[src/rtl/circuit_fn.sv]
// Registered 3-input truth-table function with rising-edge pulse and saturating hit counter.
// Optional macro CIRCUIT_FN_INPUT_SYNC_EN adds a 2-flop synchronizer on x1/x2/x3.
module circuit_fn #(
    parameter logic [7:0] TRUTH_TABLE = 8'hE8,
    parameter int         CNT_W       = 16
) (
    input  logic             clk,
    input  logic             rst,
    input  logic             x1,
    input  logic             x2,
    input  logic             x3,
    input  logic             clr_count,
    output logic             z,
    output logic             z_rise,
    output logic [CNT_W-1:0] hit_count
);

    localparam logic [CNT_W-1:0] CNT_ONE = {{(CNT_W-1){1'b0}}, 1'b1};
    localparam logic [CNT_W-1:0] CNT_MAX = {CNT_W{1'b1}};

    logic [2:0]       eval_idx;
    logic             f;
    logic             z_d, z_q;
    logic             z_rise_d, z_rise_q;
    logic [CNT_W-1:0] hit_count_d, hit_count_q;

`ifdef CIRCUIT_FN_INPUT_SYNC_EN
    // Each input bit passes through two flops before it reaches the function.
    logic [2:0] sync1_d, sync1_q;
    logic [2:0] sync2_d, sync2_q;

    always_comb begin
        sync1_d = {x1, x2, x3};
        sync2_d = sync1_q;
    end

    always_ff @(posedge clk) begin
        if (rst) begin
            sync1_q <= 3'b000;
            sync2_q <= 3'b000;
        end else begin
            sync1_q <= sync1_d;
            sync2_q <= sync2_d;
        end
    end

    assign eval_idx = sync2_q;
`else
    assign eval_idx = {x1, x2, x3};
`endif

    always_comb begin
        // NOTE: every signal gets a default first so no path leaves it unassigned (no latch).
        f           = TRUTH_TABLE[eval_idx];
        z_d         = f;
        z_rise_d    = f & ~z_q;
        hit_count_d = hit_count_q;
        if (clr_count) begin
            hit_count_d = '0;
        end else if (f && (hit_count_q != CNT_MAX)) begin
            hit_count_d = hit_count_q + CNT_ONE;
        end
    end

    // NOTE: state uses non-blocking assignments so all flops update from pre-edge values.
    always_ff @(posedge clk) begin
        if (rst) begin
            z_q         <= 1'b0;
            z_rise_q    <= 1'b0;
            hit_count_q <= '0;
        end else begin
            z_q         <= z_d;
            z_rise_q    <= z_rise_d;
            hit_count_q <= hit_count_d;
        end
    end

    assign z         = z_q;
    assign z_rise    = z_rise_q;
    assign hit_count = hit_count_q;

endmodule

[config.mk]
export PLATFORM = sky130hd
export DESIGN_NAME = circuit_fn
export DESIGN_NICKNAME = d
export VERILOG_FILES = /design/src/rtl/circuit_fn.sv
export SDC_FILE = /design/constraint.sdc
export NUM_CORES = 1
export LEC_CHECK = 0
export CORE_MARGIN = 5
export CORE_UTILIZATION = 30
export CTS_BUF_LIST = sky130_fd_sc_hd__clkbuf_2
export CTS_CLUSTER_DIAMETER = 30
export DETAILED_ROUTE_END_ITERATION = 16
export GPL_TIMING_DRIVEN = 1
export PLACE_DENSITY_LB_ADDON = 0.05
export SYNTH_ARGS = -nofsm -noshare
export SYNTH_HDL_FRONTEND = slang
export SYNTH_SLANG_ARGS = --single-unit
export TNS_END_PERCENT = 5
[constraint.sdc]
create_clock -name clk -period 2.8 [get_ports clk]
set_input_delay 0.56 -clock clk [delete_from_list [all_inputs] [get_ports clk]]
set_output_delay 0.56 -clock clk [all_outputs]
set_load 0.02 [all_outputs]
Yosys cells after proc, flatten, opt, wreduce, memory -nomap -nowiden
Memory sizes are Yosys's and may differ from the RTL's.
Index checks and enable logic that the tools add are counted.
{ "word_totals": {"register_bits": 18, "romBits": 8, "in_bits": 6, "output_inout_bits": 18, "word_cells": 12, "mem_count": 1} }
{ "op_classes": {"n_addsub": 1, "magnitude_cmp": 1, "eq_ne": 1, "mux": 1, "bitwise_logic": 2, "reduce_logical": 2} }
{ "memory_table": {"columns": ["name", "depth", "width", "read_ports", "rd_ports_with_merged_regs", "wr", "line", "source"], "rows": [
  ["(name not given)", 8, 1, 1, 0, 0, "54", "f = TRUTH_TABLE[eval_idx];"]
]} }
{ "op_table": {"columns": ["cell", "n"], "rows": [
  ["adder 16 x 1 -> 16 bit (second input constant)", 1],
  ["inequality test 16 bit (second input constant)", 1],
  ["less-than comparator 3 x 4 -> 1 bit (second input constant)", 1],
  ["OR reduction 2 bit", 1],
  ["bitwise AND 1 bit", 1],
  ["logical AND 1 bit", 1],
  ["two-way mux 1 bit", 1],
  ["NOT 1 bit", 1]
]} }

Longest topological paths before layout
Gate-level depths: netlist (run 1).
{ "logic_depth": {"ltp_word": 3, "depth_mapped": 5, "depth_no_buf": 5} }

Least setup slack after synthesis (run 1)
No wires, ideal clock.
{ "synth_timing": {"path_kind": "register to register", "startpoint": "reg hit_count_q[0], in the netlist hit_count[0]", "endpoint": "reg hit_count_q[15], in the netlist hit_count[15]", "setup_time_ps": 70, "arrival_ps": 1545, "t_required_ps": 2730, "setup_slack_ps": 1185, "stages_incl_launch_ff": 6, "n_path_buf": 0, "period_less_slack_ps": 1615, "cell_sequence": "dfxtp_1 ha_1 nand3_1 o211ai_1 or4_1 a21oi_1"} }
{ "synth_via": {"elab_chain_len": 2, "elab_cells_between_ends": 3, "classes_between": "1 x add/sub; 1 x eq/ne; 1 x reduce/logical"} }
{ "synth_lines": {"columns": ["item", "line", "source"], "rows": [
  ["start, declared", "25", "logic [CNT_W-1:0] hit_count_d, hit_count_q;"],
  ["start signal, assigned", "74", "hit_count_q <= hit_count_d;"],
  ["parallel branches: the longest is 2 deep, another holds adder 16 x 1 -> 16 bit", null, null]
]} }
Several ways; the timed one is not identified.
A chain may end at the register's enable or synchronous reset.

Final worst setup path (run 1)
{ "layout_timing": {"startpoint": "reg hit_count_q[13], in the netlist hit_count[13]", "endpoint": "out hit_count[13]"} }
{ "layout_rtl": {"columns": ["item", "line", "source"], "rows": [
  ["end, declared", "15", "output logic [CNT_W-1:0] hit_count"]
]} }
No word-level cell between the ends.

==> qor.yml, run 1 <==
synthesis.nets: 113
grtUsageTotal_pct: 12.1
root_buffer: "clkbuf_2"
fin_worst_skew_ps: 10.7
synth.distinct_cells: 35
ctsHoldBuffers: 0
antenna_found_initial: 0
drt-pass1-iter-count: 4
fin_ws_ps: 826
hpwl_mm: 1.76
io_buffers: 23
start_kind: "flip-flop"
ir_worst_vdd_uv: 158
yosysWarnings: 0
max_freq_mhz: 507
finalSetupTns_ps: 0
syn_avg_cell_area_um2: 8.94
drt_iter0_drc: 30
slowest_delay_ps: 650
num-fill-cells: 347
cp.arrival_ps: 1410
wl_per_cell_um: 13.6
max_cap_viol_count: 0
slew_headroom_pct: 61.4
place.gp.congestion: 0.788
grt_setup_unrepaired: "no"
path_max_fanout: 6
final_layout_size_suffix_gt1_share_pct: 10.8
detail-route-antenna-nets: 0
hp-class: "reg -> reg"
wl_mm: 2.36
rows: 20
layout-area-overhead-vs-synth_pct: 30.1
tritoncts: "yes"
period_needed_ps: 1970
numCtsBuffers: 3
grt_pass1_wl_mm: 4.11
die_h_um: 66.2
htreeDepth: 1
crit_type: "reg -> out"
initial_core_util_pct: 31.0
dpl.cell_count: 171
ys_seq_area_share_pct: 38.0
stdcell_count: 174
insertion_delay_ps: 300
syn_inst: 106
yosys_register_bits: 18
p_per_area_mw_per_mm2: 329
setup_viol: 0
vias_per_cell: 5.16
nNetsFinal: 139
crit_buf_inv: 1
core-area_mm2: 0.00305
required_ps: 2240
dieArea_mm2: 0.00438
grt.overflow.total: 0
outcome: "finished, final reports clean"
critPathCaptureType: "output port"
crit_family: "buffers and inverters"
place_worst_setup_slack_ps: 589
netlist_area_um2: 947
antennaDiodeCount: 0
leakage_uw: 0.000357
clk_pin_slew_ps: 160
grt_pass1_vias: 905
clk_path_buf_depth: 2
io_pins: 24
cts.sinks: 18
vias: 897
post-route-period-util_pct: 70.5
grt_max_degree: 11
post_cts_buffers: 0
timing_hold_violations_final: 0
slew_violations: 0
route.detailed.drc: 0
die_x_um: 66.2
worstMarginPinSlew_ps: 577
path_cells: "clkdlybuf4s50_1"
cts_resized: 0
slowest_stage: "clkdlybuf4s50_1"
through the flow:
step	cell area (µm²)	hold slack [ps]	power, µW	util (%)
3_3_place_gp	1220	408	303	39.9
3_5_place_dp	1220	414	303	39.9
5_1_grt	1230	454	431	40.4
6_report	1230	430	406	40.4
4_1_cts	1230	436	415	40.4
2_1_floorplan	947	500	284	-
layout make-up:
class	count	area (µm²)	share of cell area (%)
inverter	1	3.75	0.305
timing repair buffer	23	230	18.7
multi-input combinational	85	568	46.1
clock buffer	3	15.0	1.22
tap	44	55.1	4.47
sequential	18	360	29.2
where the power goes:
part	leakage [µW]	total (µW)	internal [µW]	switching, µW
combinational	0.000199	35.3	17.7	17.6
sequential	0.000146	261	260	1.92
clock	0.0000125	109	29.2	80.0
cell usage after synthesis:
master | instances | area, µm²
o21ai_1 | 1 | 5.00
or3_1 | 6 | 37.5
o31ai_1 | 5 | 37.5
nand3_4 | 1 | 17.5
o211ai_1 | 1 | 7.51
nor2b_1 | 2 | 12.5
a21boi_1 | 1 | 7.51
and3_4 | 2 | 22.5
nor2_1 | 4 | 15.0
a21oi_1 | 9 | 45.0
o221a_2 | 1 | 11.3
nor3_1 | 1 | 5.00
nand3_1 | 7 | 35.0
mux2i_1 | 4 | 40.0
o311a_1 | 1 | 10.0
o21bai_1 | 1 | 7.51
ha_1 | 1 | 12.5
o31a_1 | 1 | 8.76
nor4_2 | 2 | 25.0
or4_1 | 4 | 30.0
buf_6 | 1 | 11.3
inv_1 | 1 | 3.75
maj3_4 | 1 | 13.8
and2_1 | 2 | 12.5
nand3_2 | 2 | 20.0
nand4_1 | 4 | 25.0
a2111o_1 | 1 | 11.3
nand2_1 | 11 | 41.3
buf_1 | 1 | 3.75
a31oi_1 | 1 | 6.26
and3_1 | 1 | 6.26
dfxtp_1 | 18 | 360
and3_2 | 1 | 7.51
o21ai_0 | 5 | 25.0
or2_2 | 1 | 6.26
placed cells by master (no fill, tap or decap):
master	Yosys	final
a2111o_1	1	1
o31a_1	1	1
nor4_2	2	2
and3_2	1	1
o311a_1	1	1
nor2b_1	2	2
and3_1	1	1
clkbuf_2	0	3
nand3_2	2	2
a31oi_1	1	1
a21boi_1	1	1
ha_1	1	1
o221a_2	1	1
mux2i_1	4	4
dfxtp_1	18	18
a21oi_1	9	9
o21ai_1	1	1
o21bai_1	1	1
nand4_1	4	4
o31ai_1	5	5
or2_2	1	1
nor3_1	1	1
inv_1	1	1
maj3_4	1	1
nor2_1	4	4
and3_4	2	2
o211ai_1	1	1
and2_1	2	2
nand2_1	11	11
or4_1	4	4
o21ai_0	5	5
nand3_4	1	1
nand3_1	7	7
clkdlybuf4s50_1	0	23
or3_1	6	6
registers in the layout, summed over array words and instances, names as in the netlist:
signal	count
z_rise	1
hit_count	16
z	1
path summary, 6_finish.rpt:
kind,start,endpoint,slack [ps],depth (start not counted)
min,z,z_rise,430,1
max,hit_count[13],hit_count[13],830,1
min reg2reg,z,z_rise,430,1
max reg2reg,hit_count[0],hit_count[15],1010,5
per-layer routing:
layer  GRT usage [%]  vias up  part of all wire (%)
met5               0        -                     0
met4            4.82        0                  0.81
met3            3.74        2                   4.8
met2            18.3       19                    46
met1            15.9      420                    48
li1                -      456                     -
cells by family after synthesis:
kind of cell,after synthesis,synth area share (%)
AOI/OAI and AO/OA,28,19.3
and+or+nand+nor,51,33.7
DFF,18,38.0
muxes,4,4.23
buffers and inverters,3,1.98
adders and majority gates,2,2.77
Power figures use the tool's default switching activity.
==> run 2: changes to the inputs <==
clock period = 2 ns   (was 2.8 ns; I/O delays follow)
==> qor.yml, run 2 (synthesis gave the netlist of run 1 again) <==
outcome: "finished, final reports clean"
drt_iter0_drc: 44  # +47%
final_core_util_pct: 42.0  # +1.6 points
crit_type: "reg -> out"
critPathCaptureType: "output port"
path_max_fanout: 7  # +1
slowest_delay_ps: 650  # about the same
nNetsFinal: 145  # +4.3%
final_cell_mix: "clkdlybuf4s50_1 (23), dfxtp_1 (18), nand2_1 (11), a21oi_1 (9), nand3_1 (7)"
start_kind: "flip-flop"
ctsHoldBuffers: 0  # unchanged
finalSetupTns_ps: 0  # unchanged
cp.arrival_ps: 1440  # +30 ps
timing_hold_violations_final: 0  # unchanged
fin_worst_skew_ps: 7.97  # -2.74 ps
htreeDepth: 1  # unchanged
grt_max_degree: 11  # unchanged
route.detailed.drc: 0  # unchanged
dpl_cell_area_mm2: 0.00126  # +3.7%
num-fill-cells: 330  # -4.9%
grt.overflow.total: 0  # unchanged
wl_mm: 2.42  # +2.6%
crit_family: "buffers and inverters"
tritoncts: "yes"
final_layout_size_suffix_gt1_share_pct: 14.6  # +3.8 points
setup_viol: 0  # unchanged
antennaDiodeCount: 0  # unchanged
path_cells: "clkdlybuf4s50_1"
mostFrequentLayoutCell: "clkdlybuf4s50_1"
cts_resized: 0  # unchanged
max_freq_mhz: 543
period_needed_ps: 1840
grt_pass1_wl_mm: 4.22  # +2.9%
grtUsageTotal_pct: 12.2  # +0.11 points
io_pins: 24  # unchanged
p_per_area_mw_per_mm2: 457  # +39%
vias: 932  # +3.9%
wl_per_cell_um: 13.4  # -1.4%
worstMarginPinSlew_ps: 468  # -109 ps
cts.sinks: 18  # unchanged
root_buffer: "clkbuf_2"
die_h_um: 66.2  # unchanged
numCtsBuffers: 3  # unchanged
slew_headroom_pct: 68.6  # +7.2 points
initial_core_util_pct: 31.0  # unchanged
post-route-period-util_pct: 92.1
leakage_uw: 0.000387  # +8.4%
largest_register_ffs: 16  # unchanged
io_buffers: 23  # unchanged
slowest_stage: "clkdlybuf4s50_1"
grt_pass1_vias: 945  # +4.4%
required_ps: 1600  # -640 ps
vias_per_cell: 5.15  # -0.12%
ir_worst_vdd_uv: 169  # +7.1%
hp-class: "reg -> reg"
r2r_slack_ps: 370  # -640 ps
clk_path_buf_depth: 2  # unchanged
drt-pass1-iter-count: 4  # unchanged
slew_violations: 0  # unchanged
die_x_um: 66.2  # unchanged
final_area_mm2: 0.00128  # +4.0%
detail-route-antenna-nets: 0  # unchanged
crit_buf_inv: 1  # unchanged
clk_pin_slew_ps: 190  # +30 ps
insertion_delay_ps: 310  # about the same
grt_setup_unrepaired: "no"
post_cts_buffers: 0  # unchanged
core-area_mm2: 0.00305  # unchanged
place.gp.congestion: 0.785  # -0.41%
hpwl_mm: 1.83  # +3.6%
rows: 20  # unchanged
max_cap_viol_count: 0  # unchanged
dieArea_mm2: 0.00438  # unchanged
layout-area-overhead-vs-synth_pct: 35.3
antenna_found_initial: 0  # unchanged
## run 2: worst paths after layout
| check | startpoint | endpoint | cells past startpoint |
|---|---|---|---|
| worst max register to register | hit_count[2] | hit_count[15] | 4 |
| worst max-delay path | hit_count[8] | hit_count[8] | 1 |
| worst min register to register | z | z_rise | 1 |
| worst min-delay path | z | z_rise | 1 |
## run 2: cell type report
cell class	instances	area (µm²)	share of cell area, %
clock buffers	3	15.0	1.17
clock inverters	1	3.75	0.293
inverters	1	3.75	0.293
multi-input cells	85	568	44.3
flip-flops and latches	18	360	28.1
well taps	44	55.1	4.30
repair buffers	29	275	21.5
## run 2: metrics by stage
stage	total power (µW)	setup slack, ps	hold slack (ps)	instances
floorplan	398	385	479	106
global placement	429	56.3	407	177
detailed placement	428	51.3	404	177
CTS	595	128	441	181
global route	615	56.1	489	181
finish	586	158	442	181
## run 2: layer usage
metal,GRT usage (%),vias up,part of all wire [%]
met5,0,-,0
met4,4.57,0,0.83
met3,2.55,2,4.5
met2,19.5,26,48
met1,16.1,435,47
li1,-,469,-
## run 2: power by group
group,internal [µW],switching (µW)
combinational,28.6,25.5
clock,43.5,122
sequential,364,2.86
